File: config.mk
export PLATFORM = sky130hd
export DESIGN_NAME = symm_orth_seq
export DESIGN_NICKNAME = d
export VERILOG_FILES = /design/src/rtl/symm_pkg.sv /design/src/rtl/symm_mac.sv /design/src/rtl/symm_orth_seq.sv
export SDC_FILE = /design/constraint.sdc
export NUM_CORES = 2
export LEC_CHECK = 0
export CAP_MARGIN = 5
export CORE_MARGIN = 5
export CORE_UTILIZATION = 55
export CTS_CLUSTER_SIZE = 25
export DETAILED_ROUTE_END_ITERATION = 10
export PLACE_DENSITY_LB_ADDON = 0.1
export SETUP_SLACK_MARGIN = 0.2
export SLEW_MARGIN = 10
export SYNTH_ARGS = -nofsm -noshare
export SYNTH_HDL_FRONTEND = slang
export SYNTH_SLANG_ARGS = --single-unit
File: constraint.sdc
create_clock -name clk_orth -period 37.2 [get_ports clk_orth]
set_clock_uncertainty 0.2 [all_clocks]
set_input_delay 5.58 -clock clk_orth [delete_from_list [all_inputs] [get_ports clk_orth]]
set_output_delay 5.58 -clock clk_orth [all_outputs]
set_load 0.03 [all_outputs]
File: src/rtl/symm_pkg.sv
// rtl/symm_pkg.sv - shared state type, derived counts and saturation helpers for symm_orth_seq
package symm_pkg;

  typedef enum logic [1:0] {IDLE, PH1, PH2, DONE} state_t;

  function automatic int ph1_len(input int n);
    return n * n * (n + 1) / 2;
  endfunction

  function automatic int ph2_len(input int n);
    return n * n * n;
  endfunction

  function automatic int cnt_w(input int n);
    return $clog2(n);
  endfunction

  localparam int N_DEF   = 4;
  localparam int DW_DEF  = 26;
  localparam int PH1_LEN = ph1_len(N_DEF);
  localparam int PH2_LEN = ph2_len(N_DEF);
  localparam int CNT_W   = cnt_w(N_DEF);
  localparam longint DW_MAX = (64'sd1 <<< (DW_DEF - 1)) - 64'sd1;
  localparam longint DW_MIN = -(64'sd1 <<< (DW_DEF - 1));

  // Values arrive sign-extended to 64 bits, so any accumulator up to 64 bits fits.
  function automatic logic signed [63:0] sat_w(input logic signed [63:0] x, input int w);
    logic signed [63:0] hi;
    logic signed [63:0] lo;
    hi = (64'sd1 <<< (w - 1)) - 64'sd1;
    lo = -(64'sd1 <<< (w - 1));
    if (x > hi) return hi;
    if (x < lo) return lo;
    return x;
  endfunction

  function automatic logic sat_hit(input logic signed [63:0] x, input int w);
    logic signed [63:0] hi;
    logic signed [63:0] lo;
    hi = (64'sd1 <<< (w - 1)) - 64'sd1;
    lo = -(64'sd1 <<< (w - 1));
    return (x > hi) || (x < lo);
  endfunction

endpackage

File: src/rtl/symm_mac.sv
// rtl/symm_mac.sv - shared signed multiply, floor-shift and accumulate unit
module symm_mac #(
  parameter int DW   = 26,
  parameter int FRAC = 13,
  parameter int ACCW = 2 * DW
) (
  input  logic                   clk,
  input  logic                   rst,
  input  logic                   i_en,
  input  logic                   i_first,
  input  logic signed [DW-1:0]   i_a,
  input  logic signed [DW-1:0]   i_b,
  output logic signed [ACCW-1:0] o_sum
);

  logic signed [2*DW-1:0] w_prod;
  logic signed [2*DW-1:0] w_shift;
  logic signed [ACCW-1:0] w_term;
  logic signed [ACCW-1:0] w_base;
  logic signed [ACCW-1:0] r_acc;

  assign w_prod  = i_a * i_b;
  assign w_shift = w_prod >>> FRAC;
  assign w_term  = ACCW'(w_shift);
  assign w_base  = i_first ? {ACCW{1'b0}} : r_acc;
  // Sum includes the current term so the last element value is usable in the same cycle.
  assign o_sum   = w_base + w_term;

  always_ff @(posedge clk) begin
    if (rst) begin
      r_acc <= '0;
    end else if (i_en) begin
      r_acc <= o_sum;
    end
  end

endmodule

File: src/rtl/symm_orth_seq.sv
// rtl/symm_orth_seq.sv - sequential symmetric decorrelation engine (0.5*W*W'*W or 1.5W - 0.5*W*W'*W)
module symm_orth_seq
  import symm_pkg::*;
#(
  parameter int N    = 4,
  parameter int DW   = 26,
  parameter int FRAC = 13,
  parameter int ACCW = 2 * DW
) (
  input  logic              clk_orth,
  input  logic              rst_orth,
  input  logic              start,
  input  logic              mode,
  input  logic [N*N*DW-1:0] w_in,
  output logic [N*N*DW-1:0] w_out,
  output logic              busy,
  output logic              done,
  output logic              sat
);

  localparam int CW = cnt_w(N);
  localparam logic [CW-1:0] LAST = CW'(N - 1);

  state_t r_state;
  state_t w_next;

  logic [CW-1:0] r_i;
  logic [CW-1:0] r_j;
  logic [CW-1:0] r_k;
  logic          r_mode;
  logic          r_sat;

  logic signed [DW-1:0] r_w [N][N];
  logic signed [DW-1:0] r_g [N][N];
  logic signed [DW-1:0] r_h [N][N];

  logic                   w_k_last;
  logic                   w_j_last;
  logic                   w_i_last;
  logic                   w_run_end;
  logic signed [DW-1:0]   w_a;
  logic signed [DW-1:0]   w_b;
  logic signed [ACCW-1:0] w_sum;
  logic signed [63:0]     w_sum64;
  logic signed [DW-1:0]   w_g_val;
  logic                   w_g_hit;
  logic signed [ACCW-1:0] w_wext;
  logic signed [ACCW-1:0] w_post;
  logic signed [63:0]     w_post64;
  logic signed [DW-1:0]   w_res;
  logic                   w_h_hit;

  assign w_k_last  = (r_k == LAST);
  assign w_j_last  = (r_j == LAST);
  assign w_i_last  = (r_i == LAST);
  assign w_run_end = (r_state == PH2) && w_k_last && w_j_last && w_i_last;

  assign busy = (r_state == PH1) || (r_state == PH2);
  assign done = (r_state == DONE);

  always_ff @(posedge clk_orth) begin
    if (rst_orth) begin
      r_state <= IDLE;
    end else begin
      r_state <= w_next;
    end
  end

  always_comb begin
    w_next = r_state;
    case (r_state)
      IDLE: if (start) w_next = PH1;
      PH1:  if (w_k_last && w_j_last && w_i_last) w_next = PH2;
      PH2:  if (w_k_last && w_j_last && w_i_last) w_next = DONE;
      DONE: w_next = IDLE;
      default: w_next = IDLE;
    endcase
  end

  // PH1 walks the upper triangle (j starts at i); PH2 walks the full matrix.
  always_ff @(posedge clk_orth) begin
    if (rst_orth) begin
      r_i    <= '0;
      r_j    <= '0;
      r_k    <= '0;
      r_mode <= 1'b0;
      r_sat  <= 1'b0;
    end else begin
      case (r_state)
        IDLE: begin
          if (start) begin
            r_i    <= '0;
            r_j    <= '0;
            r_k    <= '0;
            r_mode <= mode;
            r_sat  <= 1'b0;
          end
        end
        PH1: begin
          if (w_k_last) begin
            r_k <= '0;
            if (w_g_hit) r_sat <= 1'b1;
            if (w_j_last) begin
              if (w_i_last) begin
                r_i <= '0;
                r_j <= '0;
              end else begin
                r_i <= r_i + 1'b1;
                r_j <= r_i + 1'b1;
              end
            end else begin
              r_j <= r_j + 1'b1;
            end
          end else begin
            r_k <= r_k + 1'b1;
          end
        end
        PH2: begin
          if (w_k_last) begin
            r_k <= '0;
            if (w_h_hit) r_sat <= 1'b1;
            if (w_j_last) begin
              r_j <= '0;
              r_i <= w_i_last ? '0 : r_i + 1'b1;
            end else begin
              r_j <= r_j + 1'b1;
            end
          end else begin
            r_k <= r_k + 1'b1;
          end
        end
        default: ;
      endcase
    end
  end

  always_comb begin
    w_a = r_w[r_i][r_k];
    w_b = r_w[r_j][r_k];
    if (r_state == PH2) begin
      w_a = r_g[r_i][r_k];
      w_b = r_w[r_k][r_j];
    end
  end

  symm_mac #(
    .DW   (DW),
    .FRAC (FRAC),
    .ACCW (ACCW)
  ) u_mac (
    .clk     (clk_orth),
    .rst     (rst_orth),
    .i_en    (busy),
    .i_first (r_k == '0),
    .i_a     (w_a),
    .i_b     (w_b),
    .o_sum   (w_sum)
  );

  always_comb begin
    w_sum64  = 64'(w_sum);
    w_g_val  = DW'(sat_w(w_sum64, DW));
    w_g_hit  = sat_hit(w_sum64, DW);
    w_wext   = ACCW'(r_w[r_i][r_j]);
    w_post   = r_mode ? (w_wext + (w_wext >>> 1)) - (w_sum >>> 1) : (w_sum >>> 1);
    w_post64 = 64'(w_post);
    w_res    = DW'(sat_w(w_post64, DW));
    w_h_hit  = sat_hit(w_post64, DW);
  end

  always_ff @(posedge clk_orth) begin
    if (r_state == IDLE && start) begin
      for (int r = 0; r < N; r++) begin
        for (int c = 0; c < N; c++) begin
          r_w[r][c] <= w_in[(r*N+c)*DW +: DW];
        end
      end
    end
    if (r_state == PH1 && w_k_last) begin
      r_g[r_i][r_j] <= w_g_val;
      r_g[r_j][r_i] <= w_g_val;
    end
    if (r_state == PH2 && w_k_last) begin
      r_h[r_i][r_j] <= w_res;
    end
  end

  // The final element is still in flight on the last PH2 cycle, so it bypasses the buffer.
  always_ff @(posedge clk_orth) begin
    if (rst_orth) begin
      w_out <= '0;
      sat   <= 1'b0;
    end else if (w_run_end) begin
      for (int r = 0; r < N; r++) begin
        for (int c = 0; c < N; c++) begin
          if (r == N - 1 && c == N - 1) begin
            w_out[(r*N+c)*DW +: DW] <= w_res;
          end else begin
            w_out[(r*N+c)*DW +: DW] <= r_h[r][c];
          end
        end
      end
      sat <= r_sat | w_h_hit;
    end
  end

endmodule
==> metrics.md <==
| Metric | Value |
|---|---|
| Final hold vios | 0 |
| Cell mode on critical path | fa_1 |
| Final Non-Filler Cells | 11400 |
| Max H-tree Level | 4 |
| Maximum fanout along the worst path | 56 |
| Rows | 156 |
| Clock-pin slew of the registers on the worst-case setup and hold paths | 0.06 ns |
| Largest cells by area after synthesis | edfxtp_1, fa_1, mux4_2 |
| DR vias | 70000 |
| Post-cts sizing count | 0 |
| Syn Area/Cell | 12.3 um^2 |
| Worst-skew pair later-pin latency | 0.85 ns |
| Placed insts | 11100 |
| Minimum clock period | 20.57 ns |
| EDFF count, synth | 1222 |
| Antenna violations before repair | 19 |
| Initial Util | 55.3% |
| Total GRT Usage | 34.6% |
| Residual DRC | 0 |
| Worst-margin pin slew | 1.24 ns |
| First drt pass iteration count | 6 |
| Largest net degree at the start of global routing | 242 |
| Syn Inst Count | 8117 |
| Synth cell types | 109 |
| Clock sinks | 1707 |
| Setup violators final | 0 |
| Routability congestion estimate from global placement | 0.973 |
| Post-synth net total | 9543 |
| Top_reg_cell synth | edfxtp_1 |
| Setup crit start kind | flop |
| Most common cell in the netlist | nand2_1 |
| Area share of the largest cell type after synthesis | 36.7% |
| CP Class | reg2reg |
| Mapped cell area | 99900 um^2 |
| Iteration-0 DRC count of the detailed router | 7596 |
| Area delta synth->final | 16.9% |
| Setup bufs post-CTS | 0 |
| Crit path largest cell delay | 1.04 ns |
| Post-synth top cells | nand2_1, edfxtp_1, inv_1 |
| WP data required | 37.45 ns |
| R2r setup slk | 16.63 ns |
| CTS tree | yes |
| Worst min-delay path category | reg2reg |
| Final #Nets | 10300 |
| Die H | 436 um |
| Fillers | 13700 |
| Status | finished, final reports clean |
| Max-slew violation count | 0 |
| Input/output buffers | 838 |
| CTS Hold Bufs | 0 |
| Highest clock rate | 0.0486 GHz |
| Register area share after synthesis | 46.4% |
| Layout cells sized above 1 | 12.4% |
| Via/cell ratio | 6.15 |
| Final setup TNS | 0 ns |
| Cell accounting for the most synthesized area | edfxtp_1 |
| Die area | 190000 um^2 |
| Crit end category | flop |
| CORE AREA | 181000 um^2 |
| WHS | 0.253 ns |
| Unrepaired setup endpoints after global routing | false |
| Vias in the first global route | 70300 |
| Final ANT Viol Nets | 0 |
| Final core occ | 64.7% |
| Clk root buf | clkbuf_16 |
| WL final | 332 mm |
| Crit-path slowest cell | dfxtp_4 |
| Io pins | 839 |
| Num CTS Buffers | 172 |
| Die span in x | 436 um |
| CP arrival | 20.83 ns |
| Asr flop ratio synth | 0% |
| Yosys reg bits | 1707 |
| First-pass GRT wire length | 483 mm |
| Fin crit share | 55.3% |
| Yosys warns | 0 |
| GR Overflow Total | 0 |
| Dpl hpwl | 242 mm |
| Max_slew headroom | 17.3% |
| Routed WL per cell | 29.2 um |
| Max-capacitance violation count | 0 |
| Clock buffer depth | 3 |
-- registers in the layout, indices dropped and copies added, names as in the netlist, 2 cells and up, named ones only --
register	count
w_out	416
r_state	2
r_j	2
r_h	390
u_mac.r_acc	52
r_g	416
r_w	416
r_k	2
r_i	2
-- per-layer routing --
| metal | track usage, % | vias to the layer above | share of wire (%) |
|---|---|---|---|
| met1 | 47.1 | 35900 | 39 |
| met3 | 7.80 | 648 | 9.8 |
| met5 | 0 | - | 0.0039 |
| li1 | - | 29700 | - |
| met4 | 15.4 | 2 | 5.3 |
| met2 | 53.9 | 3808 | 46 |
-- cells in the final DEF, fill, tap and decap left out, types with 72 or more instances in the layout --
cell                n
nand2_1          1370
edfxtp_1         1222
inv_1             842
clkdlybuf4s50_1   837
fa_1              735
a21oi_1           604
mux4_2            525
dfxtp_1           476
nor2_1            402
ha_1              268
clkbuf_16         175
buf_4             175
o21ai_0           125
nor2b_1           118
xnor2_1            99
a21o_1             72
-- critical path: cells and delay by family, from the launching register on --
family	cells	cell delay, ns
AOI/OAI and AO/OA	20	6.53
adders and majority gates	11	4.87
buffers and inverters	7	2.45
and+or+nand+nor	10	2.05
muxes	3	1.65
xor gates and xnor gates	3	1.19
DFF	1	1.04
-- final cells by class --
type | count | area, um^2 | area share [%]
clock buffer | 230 | 4690 | 4.01
timing repair buffer | 1014 | 9730 | 8.32
clock inverter | 90 | 1080 | 0.922
antenna | 11 | 27.5 | 0.0236
sequential | 1707 | 46400 | 39.7
multi-input combinational | 5120 | 48700 | 41.7
inverter | 854 | 3210 | 2.75
tap | 2370 | 2970 | 2.54
-- stage by stage --
| step | area [um^2] | worst slack, ns |
|---|---|---|
| 3_5_place_dp | 111000 | 16.81 |
| 4_1_cts | 117000 | 16.73 |
| 2_1_floorplan | 99900 | 21.17 |
| 6_report | 117000 | 16.63 |
| 3_3_place_gp | 111000 | 16.82 |
| 5_1_grt | 117000 | 15.51 |
-- worst paths after layout --
path,start,end,depth (start not counted)
max reg2reg,flop,r_h[3][58],54
min,w_out[316],w_out[316],2
max,flop,r_h[3][58],54
min reg2reg,w_out[316],w_out[316],2
-- cell families (layout without fill, tap and decap cells) --
family,Yosys count,after routing,share of synthesized area (%)
AO/OA/AOI/OAI,1069,1069,6.49
other,0,11,0
flip-flops,1707,1707,46.4
adder cells (fa/ha/maj),1006,1006,18.1
AND/OR/NAND/NOR,2258,2258,9.63
buffers and inverters,1290,2188,4.94
XOR/XNOR,141,141,1.27
multiplexers,646,646,13.1
Power is left out: the tool's default activity adds up to more than one toggle a clock period on the data nets, which glitch-free logic cannot reach.
